<file path="src/rtl/mtm_alu_pkg.sv">
// Shared constants, state encoding and check-bit helpers for the mtm_Alu serial link.
package mtm_alu_pkg;

  localparam logic DATA_TYPE = 1'b0;
  localparam logic CMD_TYPE  = 1'b1;
  localparam int   FRAME_LEN = 11;

  localparam int FLAG_CARRY    = 3;
  localparam int FLAG_OVERFLOW = 2;
  localparam int FLAG_ZERO     = 1;
  localparam int FLAG_NEGATIVE = 0;

  localparam int RESULT_FRAMES = 5;

  typedef enum logic [2:0] {
    ST_IDLE,
    ST_START,
    ST_TYPE,
    ST_DATA,
    ST_STOP,
    ST_GAP
  } ser_state_t;

  // CRC3, poly x^3+x+1, init 0, over {c, 1'b0, flags} MSB first
  function automatic logic [2:0] crc3_calc(input logic [31:0] c, input logic [3:0] flags);
    logic [36:0] m;
    logic [2:0]  r;
    logic        fb;
    m = {c, 1'b0, flags};
    r = 3'b000;
    for (int i = 36; i >= 0; i--) begin
      fb = r[2] ^ m[i];
      r  = {r[1], r[0] ^ fb, fb};
    end
    return r;
  endfunction

  function automatic logic err_parity(input logic [5:0] e);
    return ^{1'b1, e};
  endfunction

endpackage

</file>
<file path="src/rtl/mtm_alu_frame_tx.sv">
// Single-frame serializer: start, type, 8 data bits MSB first, stop, optional idle gap.
// Chains frames while frm_more is set; sout and busy come straight from flops.
module mtm_alu_frame_tx
  import mtm_alu_pkg::*;
#(
  parameter int unsigned GAP_BITS = 0
) (
  input  logic       clk,
  input  logic       rst,
  input  logic       frm_valid,
  output logic       frm_ready,
  input  logic       frm_type,
  input  logic [7:0] frm_byte,
  input  logic       frm_more,
  output logic       frame_done,
  output logic       pkt_done,
  output logic       sout,
  output logic       busy
);

  // state    | meaning
  // ST_IDLE  | line idle high, waiting for a packet
  // ST_START | start bit (0)
  // ST_TYPE  | frame type bit
  // ST_DATA  | payload bits, bit_cnt 7 down to 0
  // ST_STOP  | stop bit (1); decides next frame or end of packet
  // ST_GAP   | idle-high spacing between frames of one packet

  localparam logic [3:0] GAP_LOAD = 4'(GAP_BITS - 1);

  ser_state_t state_q, state_n;
  logic [2:0] bit_cnt_q, bit_cnt_n;
  logic [3:0] gap_cnt_q, gap_cnt_n;
  logic       sout_n;

  always_ff @(posedge clk) begin
    if (rst) begin
      state_q   <= ST_IDLE;
      bit_cnt_q <= '0;
      gap_cnt_q <= '0;
      sout      <= 1'b1;
      busy      <= 1'b0;
    end else begin
      state_q   <= state_n;
      bit_cnt_q <= bit_cnt_n;
      gap_cnt_q <= gap_cnt_n;
      sout      <= sout_n;
      busy      <= (state_q != ST_IDLE);
    end
  end

  always_comb begin
    state_n    = state_q;
    bit_cnt_n  = bit_cnt_q;
    gap_cnt_n  = gap_cnt_q;
    frame_done = 1'b0;
    pkt_done   = 1'b0;
    sout_n     = 1'b1;
    frm_ready  = (state_q == ST_IDLE);
    case (state_q)
      ST_IDLE:  if (frm_valid) state_n = ST_START;
      ST_START: begin
        sout_n  = 1'b0;
        state_n = ST_TYPE;
      end
      ST_TYPE: begin
        sout_n    = frm_type;
        bit_cnt_n = 3'd7;
        state_n   = ST_DATA;
      end
      ST_DATA: begin
        sout_n = frm_byte[bit_cnt_q];
        if (bit_cnt_q == 3'd0) state_n = ST_STOP;
        else bit_cnt_n = bit_cnt_q - 3'd1;
      end
      ST_STOP: begin
        if (frm_more) begin
          frame_done = 1'b1;
          if (GAP_BITS != 0) begin
            gap_cnt_n = GAP_LOAD;
            state_n   = ST_GAP;
          end else begin
            state_n = ST_START;
          end
        end else begin
          pkt_done = 1'b1;
          state_n  = ST_IDLE;
        end
      end
      ST_GAP: begin
        if (gap_cnt_q == 4'd0) state_n = ST_START;
        else gap_cnt_n = gap_cnt_q - 4'd1;
      end
      default: state_n = ST_IDLE;
    endcase
  end

endmodule

</file>
<file path="src/rtl/mtm_alu_serializer.sv">
// Result-side mtm_Alu transmitter: 5-frame result packets or 1-frame error packets.
// Optional packet/error counters are enabled by defining MTM_SER_PKT_CNT_EN.
module mtm_alu_serializer
  import mtm_alu_pkg::*;
#(
  parameter int unsigned GAP_BITS = 0
) (
  input  logic        clk,
  input  logic        rst,
  input  logic        in_valid,
  output logic        in_ready,
  input  logic        in_is_err,
  input  logic [31:0] in_c,
  input  logic [3:0]  in_flags,
  input  logic [5:0]  in_err_flags,
  output logic        sout,
  output logic        busy
`ifdef MTM_SER_PKT_CNT_EN
  ,
  output logic [15:0] pkt_cnt,
  output logic [15:0] err_cnt
`endif
);

  logic        accept;
  logic        pkt_is_err;
  logic [31:0] pkt_c;
  logic [3:0]  pkt_flags;
  logic [5:0]  pkt_err;
  logic [2:0]  pkt_crc;
  logic        pkt_par;
  logic [2:0]  frame_cnt;
  logic        frm_type;
  logic [7:0]  frm_byte;
  logic        frm_more;
  logic        frame_done;
  logic        pkt_done;

  assign accept = in_valid & in_ready;

  // check bits are computed once at capture so the frame mux stays shallow
  always_ff @(posedge clk) begin
    if (rst) begin
      pkt_is_err <= 1'b0;
      pkt_c      <= '0;
      pkt_flags  <= '0;
      pkt_err    <= '0;
      pkt_crc    <= '0;
      pkt_par    <= 1'b0;
      frame_cnt  <= '0;
    end else if (accept) begin
      pkt_is_err <= in_is_err;
      pkt_c      <= in_c;
      pkt_flags  <= in_flags;
      pkt_err    <= in_err_flags;
      pkt_crc    <= crc3_calc(in_c, in_flags);
      pkt_par    <= err_parity(in_err_flags);
      frame_cnt  <= '0;
    end else if (frame_done) begin
      frame_cnt <= frame_cnt + 3'd1;
    end
  end

  always_comb begin
    frm_type = DATA_TYPE;
    frm_byte = pkt_c[31:24];
    frm_more = 1'b0;
    if (pkt_is_err) begin
      frm_type = CMD_TYPE;
      frm_byte = {1'b1, pkt_err, pkt_par};
    end else begin
      case (frame_cnt)
        3'd0: begin frm_byte = pkt_c[31:24]; frm_more = 1'b1; end
        3'd1: begin frm_byte = pkt_c[23:16]; frm_more = 1'b1; end
        3'd2: begin frm_byte = pkt_c[15:8];  frm_more = 1'b1; end
        3'd3: begin frm_byte = pkt_c[7:0];   frm_more = 1'b1; end
        default: begin
          frm_type = CMD_TYPE;
          frm_byte = {1'b0, pkt_flags, pkt_crc};
        end
      endcase
    end
  end

  mtm_alu_frame_tx #(.GAP_BITS(GAP_BITS)) u_frame_tx (
    .clk        (clk),
    .rst        (rst),
    .frm_valid  (in_valid),
    .frm_ready  (in_ready),
    .frm_type   (frm_type),
    .frm_byte   (frm_byte),
    .frm_more   (frm_more),
    .frame_done (frame_done),
    .pkt_done   (pkt_done),
    .sout       (sout),
    .busy       (busy)
  );

`ifdef MTM_SER_PKT_CNT_EN
  logic [15:0] pkt_cnt_q;
  logic [15:0] err_cnt_q;

  always_ff @(posedge clk) begin
    if (rst) begin
      pkt_cnt_q <= '0;
      err_cnt_q <= '0;
    end else if (pkt_done) begin
      pkt_cnt_q <= pkt_cnt_q + 16'd1;
      if (pkt_is_err) err_cnt_q <= err_cnt_q + 16'd1;
    end
  end

  assign pkt_cnt = pkt_cnt_q;
  assign err_cnt = err_cnt_q;
`endif

endmodule

</file>
<file path="config.mk">
export PLATFORM = sky130hd
export DESIGN_NAME = mtm_alu_serializer
export DESIGN_NICKNAME = d
export VERILOG_FILES = /design/src/rtl/mtm_alu_pkg.sv /design/src/rtl/mtm_alu_frame_tx.sv /design/src/rtl/mtm_alu_serializer.sv
export SDC_FILE = /design/constraint.sdc
export NUM_CORES = 1
export LEC_CHECK = 0
export BUFFER_PORTS_ARGS = -buffer_cell sky130_fd_sc_hd__buf_4
export CAP_MARGIN = 5
export CELL_PAD_IN_SITES_DETAIL_PLACEMENT = 0
export CELL_PAD_IN_SITES_GLOBAL_PLACEMENT = 1
export CORE_ASPECT_RATIO = 0.9
export CORE_MARGIN = 1.5
export CORE_UTILIZATION = 35
export DETAILED_ROUTE_END_ITERATION = 16
export HOLD_SLACK_MARGIN = 0.03
export PLACE_DENSITY = 0.79
export SLEW_MARGIN = 15
export SYNTH_ARGS = -nofsm -noshare
export SYNTH_HDL_FRONTEND = slang
export SYNTH_SLANG_ARGS = --single-unit
</file>
<file path="constraint.sdc">
create_clock -name clk -period 2.8 [get_ports clk]
set_clock_uncertainty 0.2 [all_clocks]
set_input_delay 0.14 -clock clk [delete_from_list [all_inputs] [get_ports clk]]
set_output_delay 0.14 -clock clk [all_outputs]
set_load 0.01 [all_outputs]
</file>
Word level (Yosys, flattened, before mapping)

Index checks and enable logic that the tools add are counted.

Add/subtract/negate cells: 3
Multipliers: 0
Div/mod/pow operators: 0
$lt $le $gt $ge: 1
Equal/unequal tests: 12
Shift operators: 0
Muxes and demuxes: 18
Bitwise gates (word level): 72
Reduce and logical (&&, ||, !) cells: 12

Operator list:

| operator              | count |
|---|---|
| $xor A1 B1 Y1         | 70 |
| $pmux W8 S4           | 1 |
| $pmux W3 S6           | 1 |
| $eq A3 B2 Y1 const B  | 4 |
| $mux W3               | 4 |
| $logic_not A3 Y1      | 3 |
| $mux W1               | 8 |
| $mux W8               | 1 |
| $reduce_xor A7 Y1     | 1 |
| $eq A3 B1 Y1 const B  | 2 |
| $eq A3 B3 Y1 const B  | 2 |
| $pmux W3 S2           | 1 |
| $logic_not A4 Y1      | 1 |
| $lt A3 B4 Y1 const B  | 1 |
| $ne A2 B1 Y1 const B  | 2 |
| $ne A2 B2 Y1 const B  | 2 |
| $reduce_and A2 Y1     | 2 |
| $reduce_or A4 Y1      | 1 |
| $sub A4 B1 Y4 const B | 1 |
| $add A3 B1 Y3 const B | 1 |
| $bmux W1 S3           | 1 |
| $pmux W1 S3           | 1 |
| $reduce_and A3 Y1     | 1 |
| $reduce_bool A3 Y1    | 1 |
| 5 further kinds       | 5 |

Bits in registers: 62
Latch bits: 0
RAM bits: 0
ROM bits: 0
Input port bits: 46
Output and inout bits: 3
Logic and storage cells: 130
Memories kept: 0

Longest topological paths before layout

Gate-level depths: netlist of run 1.

Word-level depth: 35
Mapped depth: 10
Mapped depth without buffers: 9

Modules after synthesis

A second synthesis of run 1 with hierarchy kept.

Cell total of the unflattened synthesis: 405
Area total of the unflattened synthesis: 3310.7 um^2

Modules (own cells, without submodules):

| module             | times used | cells each | area an instance (um^2) | seq. area each (um^2) |
|---|---|---|---|---|
| mtm_alu_serializer | 1          | 328        | 2597.5                  | 1001.0 |
| mtm_alu_frame_tx   | 1          | 77         | 713.2                   | 240.2 |

Least setup slack after synthesis of run 1

OpenSTA, ideal clock, no wires.

Path type: flip-flop to flip-flop
From: reg frame_cnt[0]
To: reg u_frame_tx.sout
Setup time: 0.126 ns
Arrival: 2.039 ns
Data required time: 2.474 ns
Path slack: 0.434 ns
Stages on the path, launching flop included: 10
Path buffers: 1
Period minus slack after synthesis: 2.366 ns
Cells stage by stage: dfxtp_1 > ha_1 > ha_1 > clkbuf_1 > o21ba_2 > a2111oi_0 > o311a_1 > a2111oi_0 > nor4_1 > o21ai_0

Word-level cells in the longest chain between the ends: 6
Elaborated cells on any way between the ends: 12
Those cells by class: eq/ne: 3; mux: 7; reduce/logical: 2

RTL lines:

| what                                 | line                     | text |
|---|---|---|
| start, declared                      | mtm_alu_serializer.sv:32 | `logic [2:0] frame_cnt;` |
| start signal, assigned               | mtm_alu_serializer.sv:60 | `frame_cnt <= frame_cnt + 3'd1;` |
| $eq A3 B2 Y1 (tied with other cells) | mtm_alu_serializer.sv:72 | `case (frame_cnt)` |
| $pmux W8 S4                          | mtm_alu_serializer.sv:72 |  |
| $mux W8                              | mtm_alu_serializer.sv:68 | `if (pkt_is_err) begin` |
| $bmux W1 S3                          | mtm_alu_frame_tx.sv:72   | `sout_n = frm_byte[bit_cnt_q];` |
| $mux W1 (not written as such)        | mtm_alu_frame_tx.sv:72   |  |
| $pmux W1 S3 (*)                      | mtm_alu_frame_tx.sv:60   | `case (state_q)` |
| end signal, assigned                 | mtm_alu_frame_tx.sv:47   | `sout <= sout_n;` |
| end, declared                        | mtm_alu_frame_tx.sv:17   | `output logic sout,` |

Mark *: on every way between the ends. The rest lies on a longest branch, timed or not. The select of a mux whose other input is x is not followed.
A chain may end at the register's enable or synchronous reset.

Worst setup path after layout of run 1

From: reg frame_cnt[1]
To: reg u_frame_tx.sout

Same word-level chain as after synthesis.

==> results of run 1 <==
## area by class of cell
cell class | instances | area share, %
inverter | 9 | 0.773
tap | 122 | 3.49
sequential | 62 | 28.4
timing repair buffer | 96 | 19.0
multi-input combinational | 307 | 44.3
clock buffer | 13 | 3.87
clock inverter | 1 | 0.115
## synthesized netlist by cell type
library cell  number  area (um^2)
a2111o_1           1         11.3
a2111oi_0          3         26.3
a211o_1            2         17.5
a211oi_1           6         45.0
a211oi_2           1         12.5
a21oi_1           55          275
a222oi_1           5         50.1
a22oi_1            3         22.5
a32o_1             2         20.0
and2_1             1         6.26
and3_1             2         12.5
and4_1             1         8.76
buf_2              3         15.0
buf_6              2         22.5
clkbuf_1          18         67.6
clkbuf_8           3         41.3
dfxtp_1           62         1240
ha_1               8          100
inv_1              9         33.8
mux2i_1            2         20.0
nand2_1           99          372
nand2b_1           2         12.5
nand3_1            1         5.00
nor2_1            34          128
nor2b_1            1         6.26
nor3_1            12         60.1
nor3b_1            1         7.51
nor4_1             1         6.26
o211ai_1           1         7.51
o21a_1             1         7.51
o21ai_0            3         15.0
o21ba_2            1         10.0
o21bai_1           1         7.51
o311a_1            1         10.0
o311ai_0           1         8.76
o31a_1             1         8.76
o31ai_1            2         15.0
xnor2_1           32          280
xnor2_2            3         48.8
xnor3_1            7          158
xnor3_2            1         23.8
xor2_1             8         70.1
xor3_1             1         23.8
## layer usage
metal	wire [um]	share of wire [%]	global-route usage, %	vias up
li1	-	-	-	1523
met1	4150	49	24.3	1354
met2	3870	45	29.1	63
met3	453	5.3	4.37	8
met4	82	0.96	5.29	0
met5	0	0	0	-
## critical path, stage by stage, from the launching register on
cell and delay (ns):
dfxtp_1 0.34, inv_1 0.09, ha_1 0.35, nor3_2 0.10, o21ba_2 0.26, a2111oi_0 0.45
o311a_1 0.23, a2111oi_1 0.05, nor4_1 0.23, o21ai_0 0.11
## power groups by stage
stage               clock network, uW  logic, uW  registers (uW)
CTS                               727       1060            1120
global placement                    0        995            1140
detailed placement                  0       1000            1140
floorplan                           0        790            1090
finish                            704       1050            1120
global route                      765       1160            1140
## what timing repair did
item | in CTS | in global routing
endpoints found under the hold margin | 46 | 0
gates resized for setup | 0 | 6
setup buffers | 0 | 0
hold buffers | 44 | 0
endpoints found under the setup margin | 0 | 1
## state kept, by name, indices dropped and copies added (netlist names)
name                  flops
pkt_c                    32
pkt_err                   6
pkt_flags                 4
u_frame_tx.gap_cnt_q      4
frame_cnt                 3
pkt_crc                   3
u_frame_tx.bit_cnt_q      3
u_frame_tx.state_q        3
pkt_is_err                1
pkt_par                   1
u_frame_tx.busy           1
u_frame_tx.sout           1
## cell families (layout without fill, tap and decap cells)
logic type      Yosys count  count (layout)  synth area share [%]
compound gates           90              90                  17.1
xor+xnor                 52              52                  18.1
fa+ha+maj                 8               8                  3.00
buf+inv                  35             119                  5.39
flops                    62              62                  37.2
mux                       2               2                 0.599
simple gates            155             155                  18.7
## stage by stage
stage	area [um^2]	hold WS [ns]	utilization [%]	setup WS (ns)	power [uW]
2_1_floorplan	3340	0.0737	-	0.434	1880
3_3_place_gp	3740	0.193	40.6	0.226	2140
3_5_place_dp	3740	0.199	40.6	0.216	2140
4_1_cts	4350	0.0876	47.3	0.199	2900
5_1_grt	4370	0.113	47.5	0.0242	3070
6_report	4370	0.0888	47.5	0.277	2880
## path summary, 6_finish.rpt
path / start / to / slack [ns] / cells past startpoint
min: rst / u_frame_tx.gap_cnt_q[0]$_SDFFE_PP0P_ / 0.09 / 2
min reg2reg: pkt_err[5]$_SDFFE_PP0P_ / pkt_err[5]$_SDFFE_PP0P_ / 0.26 / 2
max reg2reg: frame_cnt[1]$_SDFFE_PP0P_ / u_frame_tx.sout$_SDFF_PP1_ / 0.28 / 9
max: frame_cnt[1]$_SDFFE_PP0P_ / u_frame_tx.sout$_SDFF_PP1_ / 0.28 / 9
==> metrics.csv, run 1 <==
stage;metric;value;unit
timing;Worst Tran Pin Value;0.748;ns
clocking;CTS tree;done;
global_routing;total track usage;18.1;%
critical_path;CP Capture Type;register;
die;I/O Pins;49;
power_and_ir_drop;internal power;1900;uW
power_and_ir_drop;pwr/cell area;659;nW/um^2
min_path;HP Class;input port to register;
yosys;Ys Warns;0;
clocking;Worst-Skew Late Latency;0.34;ns
cells_and_area;Antenna Cells;0;
cells_and_area;Layout area overhead;30.8;%
job;max_cap viols;0;
timing;final setup violation count;0;
clocking;H-tree levels;3;
timing;Final Cycle Share;90.1;%
timing;Setup TNS;0;ns
clocking;CTS sink count;62;
power_and_ir_drop;sequential fraction of design power;38.9;%
place;number of port buffers;48;
cells_and_area;register area;1240;um^2
timing;shortest period the worst path allows;2.52;ns
yosys;synthesized area;3340;um^2
die;Die Y;95.7;um
cells_and_area;most common cell after layout, fill and taps aside;nand2_1;
power_and_ir_drop;sw frac;34.0;%
routing;drt pass-1 iters;4;
outcome;run status;completed;
routing;final WL;8.55;mm
yosys;synthesized flop and latch total;62;
power_and_ir_drop;Sw Pwr;980;uW
routing;DR vias/cell;4.83;
timing;worst rel slew slack;49.8;%
critical_path;Worst Path Arrival;2.54;ns
die;Die ar.;10100;um^2
global_routing;gr ovfl total;0;
cells_and_area;final cell count without fillers;610;
yosys;post-synthesis sequential area ratio;37.2;%
yosys;cells after synthesis;404;
timing;RSZ-0062 raised after global routing;no;
cells_and_area;most frequent cells in the layout;nand2_1 (99), dfxtp_1 (62), a21oi_1 (55);
global_routing;largest net degree at the start of global routing;62;
timing;final hold viol count;0;
place;hpwl dp;5.93;mm
die;die width;106;um
routing;via count;2948;
timing;fmax;396;MHz
routing;wire per inst;14.0;um
clocking;Inserted Clock Buffers;9;
cells_and_area;multi-input logic area;1940;um^2
cells_and_area;share of cells above drive strength 1;15.6;%
power_and_ir_drop;combinational power share;36.6;%
power_and_ir_drop;maximum vdd ir drop;0.000287;V
global_routing;first-pass GRT wire length;14.2;mm
power_and_ir_drop;Clock Power Share;24.5;%
die;core footprint;9210;um^2
critical_path;Critical Path RT;2.82;ns
global_routing;initial antenna violation count;0;
timing;max-slew violations;0;
critical_path;Startpoint Class;register;
place;placed cells;552;
power_and_ir_drop;Pleak;0.00172;uW
die;Row Count;33;
routing;DRT iter0 DRCs;291;
routing;Post-route DRC;0;
routing;Final ANT Viol Nets;0;
global_routing;vias in the first global route;2828;
place;Placer Congestion;0.805;
critical_path;critical path peak fanout;9;
cells_and_area;fillers;882;
critical_path;Setup CP Type;register to register;
yosys;Mean Syn Cell Area;8.27;um^2
yosys;distinct cell type count after synthesis;43;
clocking;clk buf depth;2;
yosys;Syn Nets;458;
clocking;Clk pin slew, worst setup/hold paths;0.06;ns
clocking;CTS root buf;clkbuf_8;
cells_and_area;nets;539;
die;Starting Density;36.3;%
Power figures use the tool's default switching activity.
==> run 2, diff against run 1 <==
Settings changed: CORE_MARGIN 1.5 to 3.
==> metrics.csv, run 2 (same netlist as run 1, synthesis figures left out) <==
stage;metric;value;unit
outcome;run status;completed;
critical_path;worst reg-to-reg setup slack;0.20;ns
clocking;Inserted Clock Buffers;9;
cells_and_area;Layout area overhead;31.9;%
cells_and_area;fillers;898;
die;die width;109;um
routing;via count;2979;
routing;Final ANT Viol Nets;0;
global_routing;total track usage;17.4;%
routing;final WL;8.75;mm
global_routing;gr ovfl total;0;
critical_path;Critical Path End;u_frame_tx.sout$_SDFF_PP1_;
job;max_cap viols;0;
critical_path;CP Capture Type;register;
clocking;H-tree levels;3;
timing;final setup violation count;0;
routing;wire per inst;14.3;um
critical_path;CP Cell Sequence;inv_1 -> ha_1 -> nor3_2 -> o21ba_2 -> a2111oi_0 -> o311a_1 -> a2111oi_0 -> nor4_1 -> o21ai_0;
routing;drt pass-1 iters;4;
die;Die Y;98.7;um
routing;DRT iter0 DRCs;253;
global_routing;vias in the first global route;2944;
cells_and_area;final cell count without fillers;612;
cells_and_area;largest registers;pkt_c (32), pkt_err (6);
cells_and_area;largest reg by FF count;pkt_c;
timing;shortest period the worst path allows;2.60;ns
timing;worst rel slew slack;46.2;%
critical_path;Slowest cell on crit path;dfxtp_1;
die;Die ar.;10800;um^2
critical_path;Worst R2R End;u_frame_tx.sout$_SDFF_PP1_;
critical_path;Setup CP Type;register to register;
critical_path;CP most frequent cell;a2111oi_0;
die;core footprint;9210;um^2
cells_and_area;share of cells above drive strength 1;15.5;%
timing;fmax;385;MHz
timing;Final Cycle Share;92.8;%
cells_and_area;Antenna Cells;0;
routing;DR vias/cell;4.87;
power_and_ir_drop;maximum vdd ir drop;0.000265;V
place;placed cells;552;
min_path;hold path depth;2;
critical_path;Worst path max stage delay;0.40;ns
cells_and_area;most frequent cells in the layout;nand2_1 (99), dfxtp_1 (62), a21oi_1 (55);
place;hpwl dp;6.11;mm
critical_path;Worst Path Arrival;2.67;ns
clocking;CTS root buf;clkbuf_8;
timing;Worst Tran Pin Value;0.802;ns
timing;max-slew violations;0;
timing;final hold viol count;0;
global_routing;largest net degree at the start of global routing;62;
routing;Post-route DRC;0;
power_and_ir_drop;pwr/cell area;685;nW/um^2
global_routing;initial antenna violation count;0;
critical_path;Worst R2R Start;frame_cnt[0]$_SDFFE_PP0P_;
die;Row Count;33;
place;Placer Congestion;0.824;
clocking;Worst-Skew Late Latency;0.33;ns
clocking;clk buf depth;2;
cells_and_area;nets;539;
clocking;Post-CTS Setup Bufs;0;
global_routing;first-pass GRT wire length;14.6;mm
critical_path;reg2reg path depth;9;
critical_path;Worst Setup SP;frame_cnt[0]$_SDFFE_PP0P_;
clocking;CTS tree;done;
critical_path;Startpoint Class;register;
critical_path;critical path peak fanout;9;
cells_and_area;Largest register FFs;32;
place;number of port buffers;48;
cells_and_area;most common cell after layout, fill and taps aside;nand2_1;
die;I/O Pins;49;
min_path;HP Class;input port to register;
die;Starting Density;36.3;%
cells_and_area;post-layout util;47.8;%
clocking;Clk pin slew, worst setup/hold paths;0.07;ns
clocking;CTS sink count;62;
critical_path;Critical Path RT;2.87;ns
power_and_ir_drop;Pleak;0.00174;uW
-- run 2: timing repair --
item                                   in CTS  in global routing
hold buffers                               44                  0
setup endpoints to repair                   0                  1
endpoints found under the hold margin      45                  0
gates resized for setup                     0                  2
-- run 2: how the worst min path moves through the flow --
stage	end	slack, ns	from
after CTS	u_frame_tx.busy$_SDFF_PP0_	0.09	rst
after global placement	pkt_is_err$_SDFFE_PP0P_	0.19	in_is_err
final	u_frame_tx.state_q[1]$_SDFFE_PP0P_	0.10	rst
after global routing	u_frame_tx.busy$_SDFF_PP0_	0.14	rst
after detailed placement	pkt_is_err$_SDFFE_PP0P_	0.20	in_is_err
after floorplan	pkt_err[2]$_SDFFE_PP0P_	0.07	in_err_flags[2]
-- run 2: power by group --
| group | switching [uW] | internal [uW] |
|---|---|---|
| logic | 553 | 507 |
| registers | 110 | 1010 |
| clock network | 332 | 505 |
| total | 995 | 2020 |
-- run 2: critical path, delay by kind of cell, from the launching register on --
kind                       cells  cell delay, ns
AOI/OAI and AO/OA              5            1.14
DFF                            1            0.40
and+or+nand+nor                2            0.39
adders and majority gates      1            0.32
buffers and inverters          1            0.09
-- run 2: cell type report --
cell class	count	area, um^2	share of cell area, %
Inverter	9	33.8	0.767
Clock buffer	13	179	4.06
Tap cell	122	153	3.46
Multi-Input combinational cell	307	1930	43.8
Timing Repair Buffer	96	831	18.9
Sequential cell	62	1240	28.2
Clock inverter	3	40.0	0.909
-- run 2: layer usage --
metal	up-vias	global-route usage, %	routed length (um)
met5	-	0	0
met4	0	5.53	58
met3	4	3.86	422
met2	66	27.3	4060
met1	1389	23.6	4210
li1	1520	-	-
-- run 2: per-stage QoR --
step	total power (uW)	TNS (ns)	cell area [um^2]	setup WS (ns)	hold slack, ns
2_1_floorplan	1880	0	3340	0.434	0.0737
3_3_place_gp	2140	0	3740	0.260	0.192
3_5_place_dp	2150	0	3740	0.208	0.200
4_1_cts	3050	0	4400	0.171	0.0939
5_1_grt	3220	-0.0230	4410	-0.0230	0.136
6_report	3020	0	4410	0.201	0.104
==> run 3, diff against run 2 <==
Settings changed: SYNTH_HIERARCHICAL set to 1.
==> metrics.csv, run 3 <==
stage;metric;value;unit
timing;Final Cycle Share;94.0;%
yosys;Mean Syn Cell Area;8.18;um^2
critical_path;worst reg-to-reg setup slack;0.22;ns
clocking;Worst-Skew Late Latency;0.35;ns
yosys;Ys Warns;6;
clocking;CTS tree;done;
cells_and_area;most frequent cells in the layout;nand2_1 (103), dfxtp_1 (61), buf_4 (57);
critical_path;Worst R2R End;u_frame_tx/sout$_SDFF_PP1_;
power_and_ir_drop;sequential fraction of design power;39.4;%
timing;Worst Tran Pin Value;0.629;ns
clocking;clk buf depth;2;
global_routing;met2 Use GR;26.6;%
cells_and_area;Antenna Cells;0;
timing;final setup violation count;0;
timing;max-slew violations;0;
outcome;run status;completed;
routing;Final ANT Viol Nets;0;
routing;DRT iter0 DRCs;209;
power_and_ir_drop;sw frac;28.4;%
yosys;synthesized area;3310;um^2
routing;wire per inst;14.1;um
cells_and_area;post-layout util;49.6;%
place;number of port buffers;48;
global_routing;initial antenna violation count;0;
power_and_ir_drop;combinational power share;28.1;%
power_and_ir_drop;Sw Pwr;752;uW
die;Die ar.;10600;um^2
cells_and_area;Largest register FFs;32;
critical_path;Startpoint Class;input port;
critical_path;CP Capture Type;register;
cells_and_area;largest registers;pkt_c (32), pkt_err (6);
critical_path;Worst Path Arrival;2.68;ns
clocking;CTS sink count;62;
die;die width;108;um
place;Placer Congestion;0.795;
global_routing;largest net degree at the start of global routing;63;
timing;shortest period the worst path allows;2.63;ns
power_and_ir_drop;pwr/cell area;602;nW/um^2
power_and_ir_drop;maximum vdd ir drop;0.000250;V
routing;Post-route DRC;0;
routing;DR vias/cell;4.94;
die;Starting Density;37.2;%
min_path;hold_sp;rst;
critical_path;Worst R2R Start;frame_cnt[0]$_SDFFE_PP0P_;
timing;final hold viol count;0;
global_routing;M3 GR Usage;4.69;%
cells_and_area;most common cell after layout, fill and taps aside;nand2_1;
timing;worst rel slew slack;58.1;%
cells_and_area;share of cells above drive strength 1;16.1;%
critical_path;Setup CP Type;input port to register;
cells_and_area;Layout area overhead;33.3;%
global_routing;gr ovfl total;0;
yosys;Syn Nets;458;
global_routing;global route hottest layer;met2;
place;hpwl dp;5.99;mm
yosys;cells after synthesis;404;
timing;Post-Route Hold Slack;0.104;ns
die;Die Y;98.2;um
min_path;HP Class;input port to register;
critical_path;critical path peak fanout;3;
timing;Setup TNS;0;ns
global_routing;met1 Usage GRT;23.4;%
critical_path;Critical Path RT;2.85;ns
routing;drt pass-1 iters;5;
die;core footprint;8890;um^2
cells_and_area;largest reg by FF count;pkt_c;
power_and_ir_drop;Pleak;0.00169;uW
critical_path;reg2reg path depth;10;
clocking;CTS root buf;clkbuf_8;
clocking;H-tree levels;3;
min_path;worst hold path endpoint;u_frame_tx/gap_cnt_q[2]$_SDFFE_PP0P_;
routing;final WL;8.58;mm
die;Row Count;32;
global_routing;total track usage;17.0;%
power_and_ir_drop;internal power;1900;uW
clocking;Inserted Clock Buffers;9;
min_path;hold path depth;2;
cells_and_area;nets;540;
power_and_ir_drop;Clock Power Share;32.5;%
global_routing;first-pass GRT wire length;14.3;mm
timing;fmax;380;MHz
job;max_cap viols;0;
clocking;Post-CTS Setup Bufs;0;
die;I/O Pins;49;
clocking;Clk pin slew, worst setup/hold paths;0.07;ns
timing;RSZ-0062 raised after global routing;no;
routing;via count;3013;
global_routing;vias in the first global route;2868;
[run 3: worst max-delay path by stage]
stage	slack (ns)	to	start
2_1_floorplan	0.06	u_frame_tx/sout$_SDFF_PP1_	frame_cnt[2]$_SDFFE_PP0P_
3_3_place_gp	0.24	u_frame_tx/sout$_SDFF_PP1_	frame_cnt[0]$_SDFFE_PP0P_
3_5_place_dp	0.17	u_frame_tx/sout$_SDFF_PP1_	frame_cnt[0]$_SDFFE_PP0P_
4_1_cts	0.12	pkt_crc[0]$_SDFFE_PP0P_	in_c[28]
5_1_grt	0.03	u_frame_tx/sout$_SDFF_PP1_	frame_cnt[0]$_SDFFE_PP0P_
6_report	0.17	pkt_crc[0]$_SDFFE_PP0P_	in_c[28]
[run 3: cell type report]
type	instances	area [um^2]
clock buffers	12	145
fillers	854	4480
repair buffers	101	868
flip-flops and latches	62	1240
inverters	10	37.5
clock inverters	4	70.1
multi-input cells	302	1890
well taps	119	149
[run 3: repair_timing]
action | CTS | global route
endpoints found under the setup margin | 0 | 3
hold buffers | 44 | 0
endpoints found under the hold margin | 44 | 0
resized for setup | 0 | 3
[run 3: power by group through the flow]
stage	Sequential (uW)	Combinational, uW	Clock (uW)
finish	1040	746	861
global route	1050	825	922
CTS	1040	751	881
detailed placement	1060	700	0
global placement	1060	688	0
floorplan	1020	557	0
[run 3: through the flow]
stage	cell area, um^2	power (uW)	setup slack (ns)	std cells
finish	4410	2650	0.167	610
global route	4410	2800	0.0259	610
CTS	4390	2670	0.116	610
detailed placement	3740	1760	0.170	550
global placement	3740	1750	0.242	550
floorplan	3310	1580	0.0631	404
[run 3: metal layers]
| metal | vias up | share of wire [%] |
|---|---|---|
| met5 | - | 0 |
| met4 | 0 | 0.98 |
| met3 | 8 | 4.8 |
| met2 | 75 | 46 |
| met1 | 1393 | 48 |
| li1 | 1537 | - |
[run 3: critical path, cell delays in order]
cell and delay (ns):
dlygate4sd3_1 0.55, buf_4 0.16, xnor2_2 0.19, xnor3_2 0.47, xnor3_1 0.41, xnor2_2 0.18
xnor3_1 0.41, o21a_1 0.17
